### config.mk
export PLATFORM = sky130hd
export DESIGN_NAME = clint_multihart
export DESIGN_NICKNAME = d
export VERILOG_FILES = /design/src/rtl/clint_pkg.sv /design/src/rtl/clint_prescaler.sv /design/src/rtl/clint_multihart.sv
export SDC_FILE = /design/constraint.sdc
export NUM_CORES = 1
export LEC_CHECK = 0
export ABC_CLOCK_PERIOD_IN_PS = 6000
export CELL_PAD_IN_SITES_DETAIL_PLACEMENT = 1
export CELL_PAD_IN_SITES_GLOBAL_PLACEMENT = 2
export CORE_MARGIN = 2
export CORE_UTILIZATION = 33
export CTS_BUF_LIST = sky130_fd_sc_hd__clkbuf_4 sky130_fd_sc_hd__clkbuf_8 sky130_fd_sc_hd__clkbuf_16
export DETAILED_ROUTE_END_ITERATION = 6
export HOLD_SLACK_MARGIN = 0.05
export PLACE_DENSITY = 0.92
export SYNTH_ARGS = -nofsm -noshare
export SYNTH_HDL_FRONTEND = slang
export SYNTH_SLANG_ARGS = --single-unit
### constraint.sdc
create_clock -name clock -period 6 [get_ports clock]
set_input_delay 0.6 -clock clock [delete_from_list [all_inputs] [get_ports clock]]
set_output_delay 0.6 -clock clock [all_outputs]
set_load 0.01 [all_outputs]
### src/rtl/clint_pkg.sv
// rtl/clint_pkg.sv - shared offsets and byte-strobe helper for the multi-hart CLINT
package clint_pkg;

  localparam logic [63:0] MSIP_OFF     = 64'h0000;
  localparam logic [63:0] MTIMECMP_OFF = 64'h4000;
  localparam logic [63:0] MTIME_OFF    = 64'hBFF8;
  localparam int          MAX_HART     = 8;

  // Merge the strobed bytes of wdata into old; unstrobed bytes keep old
  function automatic logic [63:0] apply_strb(input logic [63:0] old,
                                             input logic [63:0] wdata,
                                             input logic [7:0]  strb);
    logic [63:0] res;
    res = old;
    for (int b = 0; b < 8; b++) begin
      if (strb[b]) res[8*b +: 8] = wdata[8*b +: 8];
    end
    return res;
  endfunction

endpackage

### src/rtl/clint_prescaler.sv
// rtl/clint_prescaler.sv - divides enabled core cycles down to mtime ticks
module clint_prescaler #(
  parameter int TICK_DIV = 1
) (
  input  logic clock,
  input  logic reset,
  input  logic tick_en_i,
  output logic tick_o
);

  localparam int CW = $clog2(TICK_DIV + 1);
  localparam logic [CW-1:0] LAST = CW'(TICK_DIV - 1);

  logic [CW-1:0] cnt_q, cnt_d;

  assign tick_o = tick_en_i && (cnt_q == LAST);

  // Count enabled cycles, wrapping on the cycle that emits a tick; hold when disabled
  always_comb begin
    cnt_d = cnt_q;
    if (tick_en_i) cnt_d = tick_o ? '0 : cnt_q + CW'(1);
  end

  // Counter register
  always_ff @(posedge clock) begin
    if (reset) cnt_q <= '0;
    else       cnt_q <= cnt_d;
  end

endmodule

### src/rtl/clint_multihart.sv
// rtl/clint_multihart.sv - core-local interruptor: shared mtime, per-hart mtimecmp and msip
module clint_multihart
  import clint_pkg::*;
#(
  parameter int          NHART        = 2,
  parameter int          TICK_DIV     = 1,
  parameter logic [63:0] BASE         = 64'h0200_0000,
  parameter logic [63:0] MTIMECMP_RST = 64'd1000000
) (
  input  logic             clock,
  input  logic             reset,
  input  logic             tick_en,
  input  logic             req_valid,
  input  logic             req_wen,
  input  logic [63:0]      req_addr,
  input  logic [63:0]      req_wdata,
  input  logic [7:0]       req_wstrb,
  output logic             resp_valid,
  output logic [63:0]      resp_rdata,
  output logic             resp_err,
  output logic [NHART-1:0] mtip,
  output logic [NHART-1:0] msip,
  output logic [63:0]      mtime_o
);

  localparam int          HW        = $clog2(MAX_HART);
  localparam logic [63:0] MSIP_SPAN = 64'(4 * NHART);
  localparam logic [63:0] CMP_SPAN  = 64'(8 * NHART);

  logic          tick;
  logic [63:0]   lane;
  logic          sel_msip, sel_cmp, sel_mtime, mapped;
  logic          wr_en, rd_en;
  logic [HW-1:0] msip_hart, cmp_hart;
  logic [63:0]   rd_data;

  logic [63:0]      mtime_q, mtime_d;
  logic [63:0]      cmp_q [NHART];
  logic [63:0]      cmp_d [NHART];
  logic [NHART-1:0] msip_q, msip_d;
  logic             resp_valid_q, resp_valid_d;
  logic             resp_err_q, resp_err_d;
  logic [63:0]      resp_rdata_q, resp_rdata_d;

  clint_prescaler #(
    .TICK_DIV (TICK_DIV)
  ) u_prescaler (
    .clock     (clock),
    .reset     (reset),
    .tick_en_i (tick_en),
    .tick_o    (tick)
  );

  // Decode the request on its 8-byte lane; offsets below BASE wrap high and fall out of every window
  always_comb begin
    lane      = (req_addr - BASE) & ~64'h7;
    sel_msip  = (lane - MSIP_OFF) < MSIP_SPAN;
    sel_cmp   = (lane - MTIMECMP_OFF) < CMP_SPAN;
    sel_mtime = (lane == MTIME_OFF);
    mapped    = sel_msip || sel_cmp || sel_mtime;
    msip_hart = lane[2 +: HW];
    cmp_hart  = lane[3 +: HW];
    wr_en     = req_valid && req_wen && mapped;
    rd_en     = req_valid && !req_wen && mapped;
  end

  // Read mux; an msip lane carries the even hart in bit 0 and the odd hart in bit 32
  always_comb begin
    rd_data = '0;
    if (sel_msip) begin
      for (int h = 0; h < NHART; h++) begin
        if (msip_hart == HW'(h - h % 2)) rd_data[32*(h%2)] = msip_q[h];
      end
    end else if (sel_cmp) begin
      for (int h = 0; h < NHART; h++) begin
        if (cmp_hart == HW'(h)) rd_data = cmp_q[h];
      end
    end else if (sel_mtime) begin
      rd_data = mtime_q;
    end
  end

  // Next state: strobed mtime bytes override the ticked value, unwritten bytes keep the increment
  always_comb begin
    mtime_d = mtime_q + 64'(tick);
    if (wr_en && sel_mtime) mtime_d = apply_strb(mtime_d, req_wdata, req_wstrb);

    msip_d = msip_q;
    for (int h = 0; h < NHART; h++) begin
      if (wr_en && sel_msip && (msip_hart == HW'(h - h % 2)) && req_wstrb[4*(h%2)])
        msip_d[h] = req_wdata[32*(h%2)];
    end

    for (int h = 0; h < NHART; h++) begin
      cmp_d[h] = cmp_q[h];
      if (wr_en && sel_cmp && (cmp_hart == HW'(h)))
        cmp_d[h] = apply_strb(cmp_q[h], req_wdata, req_wstrb);
    end

    resp_valid_d = req_valid;
    resp_err_d   = req_valid && !mapped;
    resp_rdata_d = rd_en ? rd_data : '0;
  end

  // State registers; reset also drops any response in flight
  always_ff @(posedge clock) begin
    if (reset) begin
      mtime_q      <= '0;
      msip_q       <= '0;
      resp_valid_q <= 1'b0;
      resp_err_q   <= 1'b0;
      resp_rdata_q <= '0;
      for (int h = 0; h < NHART; h++) cmp_q[h] <= MTIMECMP_RST;
    end else begin
      mtime_q      <= mtime_d;
      msip_q       <= msip_d;
      resp_valid_q <= resp_valid_d;
      resp_err_q   <= resp_err_d;
      resp_rdata_q <= resp_rdata_d;
      for (int h = 0; h < NHART; h++) cmp_q[h] <= cmp_d[h];
    end
  end

  // Timer interrupt per hart: unsigned compare of the live registers
  always_comb begin
    mtip = '0;
    for (int h = 0; h < NHART; h++) mtip[h] = (mtime_q >= cmp_q[h]);
  end

  assign msip       = msip_q;
  assign mtime_o    = mtime_q;
  assign resp_valid = resp_valid_q;
  assign resp_err   = resp_err_q;
  assign resp_rdata = resp_rdata_q;

endmodule

==> flow_metrics.env <==
export IMPL_synth_top_area_share_pct=30.0
export IMPL_gp_congestion=0.848
export IMPL_first_iter_violations=830
export IMPL_power_density_nw_per_um2=182
export IMPL_fill_cells=6176
export IMPL_fmax_mhz=186
export IMPL_async_flop_share_pct=0
export IMPL_p_leak_nw=8.22
export IMPL_io_buffer_count=271
export IMPL_synth_flop_cell="dfxtp_1"
export IMPL_status="complete, no violations"
export IMPL_die_w_um=234
export IMPL_power_share_clock_pct=47.6
export IMPL_worst_slack_ns=0.621
export IMPL_holdPathEnd="mtime_o[9]$_SDFF_PP0_"
export IMPL_period_needed_ns=5.38
export IMPL_syn_area_um2=17400
export IMPL_yosysMostFrequentCell="dfxtp_1"
export IMPL_cts_root_buf="clkbuf_16"
export IMPL_worst_pin_slew_ns=0.906
export IMPL_power_switching_mw=0.965
export IMPL_cts_sinks=261
export IMPL_pin_count=275
export IMPL_maxSlewViolCount=0
export IMPL_path_class="in2reg"
export IMPL_syn2layout_area_growth_pct=25.7
export IMPL_cts_tree="done"
export IMPL_tns_ns=0
export IMPL_cp_end_kind="register"
export IMPL_cp_data_required_time_ns=6.46
export IMPL_slew_headroom_pct=39.2
export IMPL_ys_seq_area_share_pct=30.0
export IMPL_fp_dieH_um=234
export IMPL_cts_hold_buf=0
export IMPL_netlist_cell_type_count=75
export IMPL_dp_slack_ns=0.110
export IMPL_core_area_um2=52400
export IMPL_finalCritPeriodShare_pct=89.7
export IMPL_grt_start_max_net_pins=95
export IMPL_antenna_found_initial=9
export IMPL_clk_transition_reported_paths_ns=0.06
export IMPL_stdcell_area_um2=21900
export IMPL_hpwl_mm=47.0
export IMPL_min_from="reset"
export IMPL_yosys_top_cells_count="dfxtp_1 (261), nand2b_1 (193), nor2_1 (151)"
export IMPL_postRouteAntennaNets=0
export IMPL_placed_area_um2=20900
export IMPL_internal_power_mw=3.02
export IMPL_grt_pass1_wl_mm=100
export IMPL_start_util_pct=33.2
export IMPL_maxCapViolCount=0
export IMPL_cp_max_fo=63
export IMPL_rows=84
export IMPL_worst_skew_pair_late_latency_ns=0.58
export IMPL_grt_total_usage_pct=23.2
export IMPL_postCtsSetupBuffers=0
export IMPL_reg2reg_to="mtime_o[58]$_SDFF_PP0_"
export IMPL_syn_num_nets=2347
export IMPL_peakVddDrop_mv=0.137
export IMPL_cts_path_max_buffers=3
export IMPL_finalWirelength_mm=64.0
export IMPL_netSwitchingFraction_pct=24.2
export IMPL_cts_htree_levels=1
export IMPL_whs_path_depth=2
export IMPL_netlist_top_cell_by_area="dfxtp_1"
export IMPL_cp_start_kind="primary input"
export IMPL_yosysWarningCount=0
export IMPL_synth_seq_cells=261
export IMPL_p_comb_share_pct=8.9
export IMPL_grt_overflow=0
export IMPL_drive_gt1_share_pct=5.76
export IMPL_grt_pass1_vias=17629
export IMPL_rsz0062_at_grt="false"
export IMPL_hold_violations=0
export IMPL_hold_class="in2reg"
export IMPL_numCtsBuffers=30
export IMPL_cp_arrival_ns=5.84
export IMPL_wl_per_cell_um=21.2
export IMPL_r2r_start="mtime_o[0]$_SDFF_PP0_"
export IMPL_die_area_um2=54700
export IMPL_nNetsFinal=2579
export IMPL_clock_skew_ns=0.0116
export IMPL_r2r_cells=12
export IMPL_share_seq_of_total_power_pct=43.6
export IMPL_vias_per_cell=5.47
export IMPL_reg2reg_slack_ns=2.03
export IMPL_cts_resized=0
export IMPL_netlist_instances=2074
export IMPL_drc=0
export IMPL_synth_edf_count=0
export IMPL_setup_viol=0
export IMPL_synth_area_per_cell_um2=8.41
export IMPL_via_count=16512
export IMPL_synth_area_leaders="dfxtp_1 (30%), ha_1 (9.5%), mux2i_1 (8.0%)"
export IMPL_drt_first_pass_iters=5
[flip-flops by register name, summed over array words and instances (netlist names)]
name,cells
cmp_q,128
msip,2
mtime_o,64
resp_err,1
resp_rdata,64
resp_valid,1
u_prescaler.cnt_q,1
[logic make-up (layout without fill, tap and decap cells)]
logic type                 Yosys count  count (layout)  synth area share [%]
AOI/OAI and AO/OA                  383             383                  15.8
DFF                                261             261                  30.0
muxes                              142             142                  8.17
and+or+nand+nor                    816             816                  26.0
xor gates and xnor gates            94              94                  4.72
buffers and inverters              246             498                  5.80
other                                0               5                     0
adders and majority gates          132             132                  9.47
[worst max-delay path, cell delays in order]
cell	delay [ns]
clkdlybuf4s50_1	0.57
inv_1	0.15
ha_1	0.40
nor4b_2	0.54
nand2_1	0.32
a2111oi_0	0.47
o21ai_0	0.28
a21boi_2	0.35
nand3_1	0.21
nor3_1	0.36
a31oi_4	0.14
or2_1	0.29
or3_2	0.52
buf_12	0.24
o31ai_1	0.36
[cell type report]
type                            count  area [um^2]  share of cell area (%)
Antenna cell                        5         12.5                  0.0571
Clock buffer                       43          910                    4.15
Clock inverter                      9         97.6                   0.445
Inverter                          138          518                    2.36
Multi-Input combinational cell   1567        11200                    51.3
Sequential cell                   261         5230                    23.8
Tap cell                          688          861                    3.93
Timing Repair Buffer              308         3050                    13.9
[power by group through the flow]
| stage | Sequential [mW] | Clock, mW | Combinational (mW) |
|---|---|---|---|
| 2_1_floorplan | 1.78 | 0 | 0.165 |
| 3_3_place_gp | 1.78 | 0 | 0.344 |
| 3_5_place_dp | 1.78 | 0 | 0.350 |
| 4_1_cts | 1.74 | 1.94 | 0.352 |
| 5_1_grt | 1.74 | 2.01 | 0.381 |
| 6_report | 1.74 | 1.90 | 0.353 |
[through the flow]
step | cells | total power [mW] | utilization (%) | hold WS [ns]
CTS | 3014 | 4.03 | 41.8 | 0.475
detailed placement | 2962 | 2.13 | 39.9 | 0.483
global route | 3017 | 4.13 | 41.8 | 0.513
global placement | 2962 | 2.12 | 39.9 | 0.464
finish | 3019 | 3.99 | 41.8 | 0.494
floorplan | 2074 | 1.94 | - | 0.455
[how the worst max path moves through the flow]
stage	start	end	slack, ns	cells past startpoint
after floorplan	req_addr[26]	cmp_q[0][70]$_SDFFE_PP1P_	1.54	17
after global placement	req_addr[26]	resp_rdata[30]$_SDFF_PP0_	0.18	15
after detailed placement	req_addr[26]	cmp_q[0][40]$_SDFFE_PP0P_	0.11	14
after CTS	mtime_o[0]$_SDFF_PP0_	mtip[0]	0.60	14
after global routing	req_addr[26]	resp_rdata[62]$_SDFF_PP0_	0.29	15
final	req_addr[26]	resp_rdata[30]$_SDFF_PP0_	0.62	15
[layout by cell type (no fill, tap or decap), types with 21 or more instances in the layout]
cell             count
xor2_1              38
and3_1              25
a21oi_1             49
mux2i_1            140
xnor2_1             56
nor2_1             151
nor3_1              36
clkdlybuf4s50_1    270
ha_1               132
nor4_1              35
nand2_1            145
a22oi_1             66
a211oi_1            57
o31ai_1             66
or3_1               21
inv_1              138
nand4_1             52
nand2b_1           193
clkbuf_16           31
buf_4               32
dfxtp_1            261
nor2b_1             21
nand3_1             48
o21ai_0             31
a21o_1              54
[routing by layer]
layer	track usage, %	wire length (um)	vias up
li1	-	-	7874
met4	8.25	2180	8
met1	29.5	28200	8132
met2	39.6	30500	379
met3	3.55	3140	119
met5	0	49	-
Power figures use the tool's default switching activity.
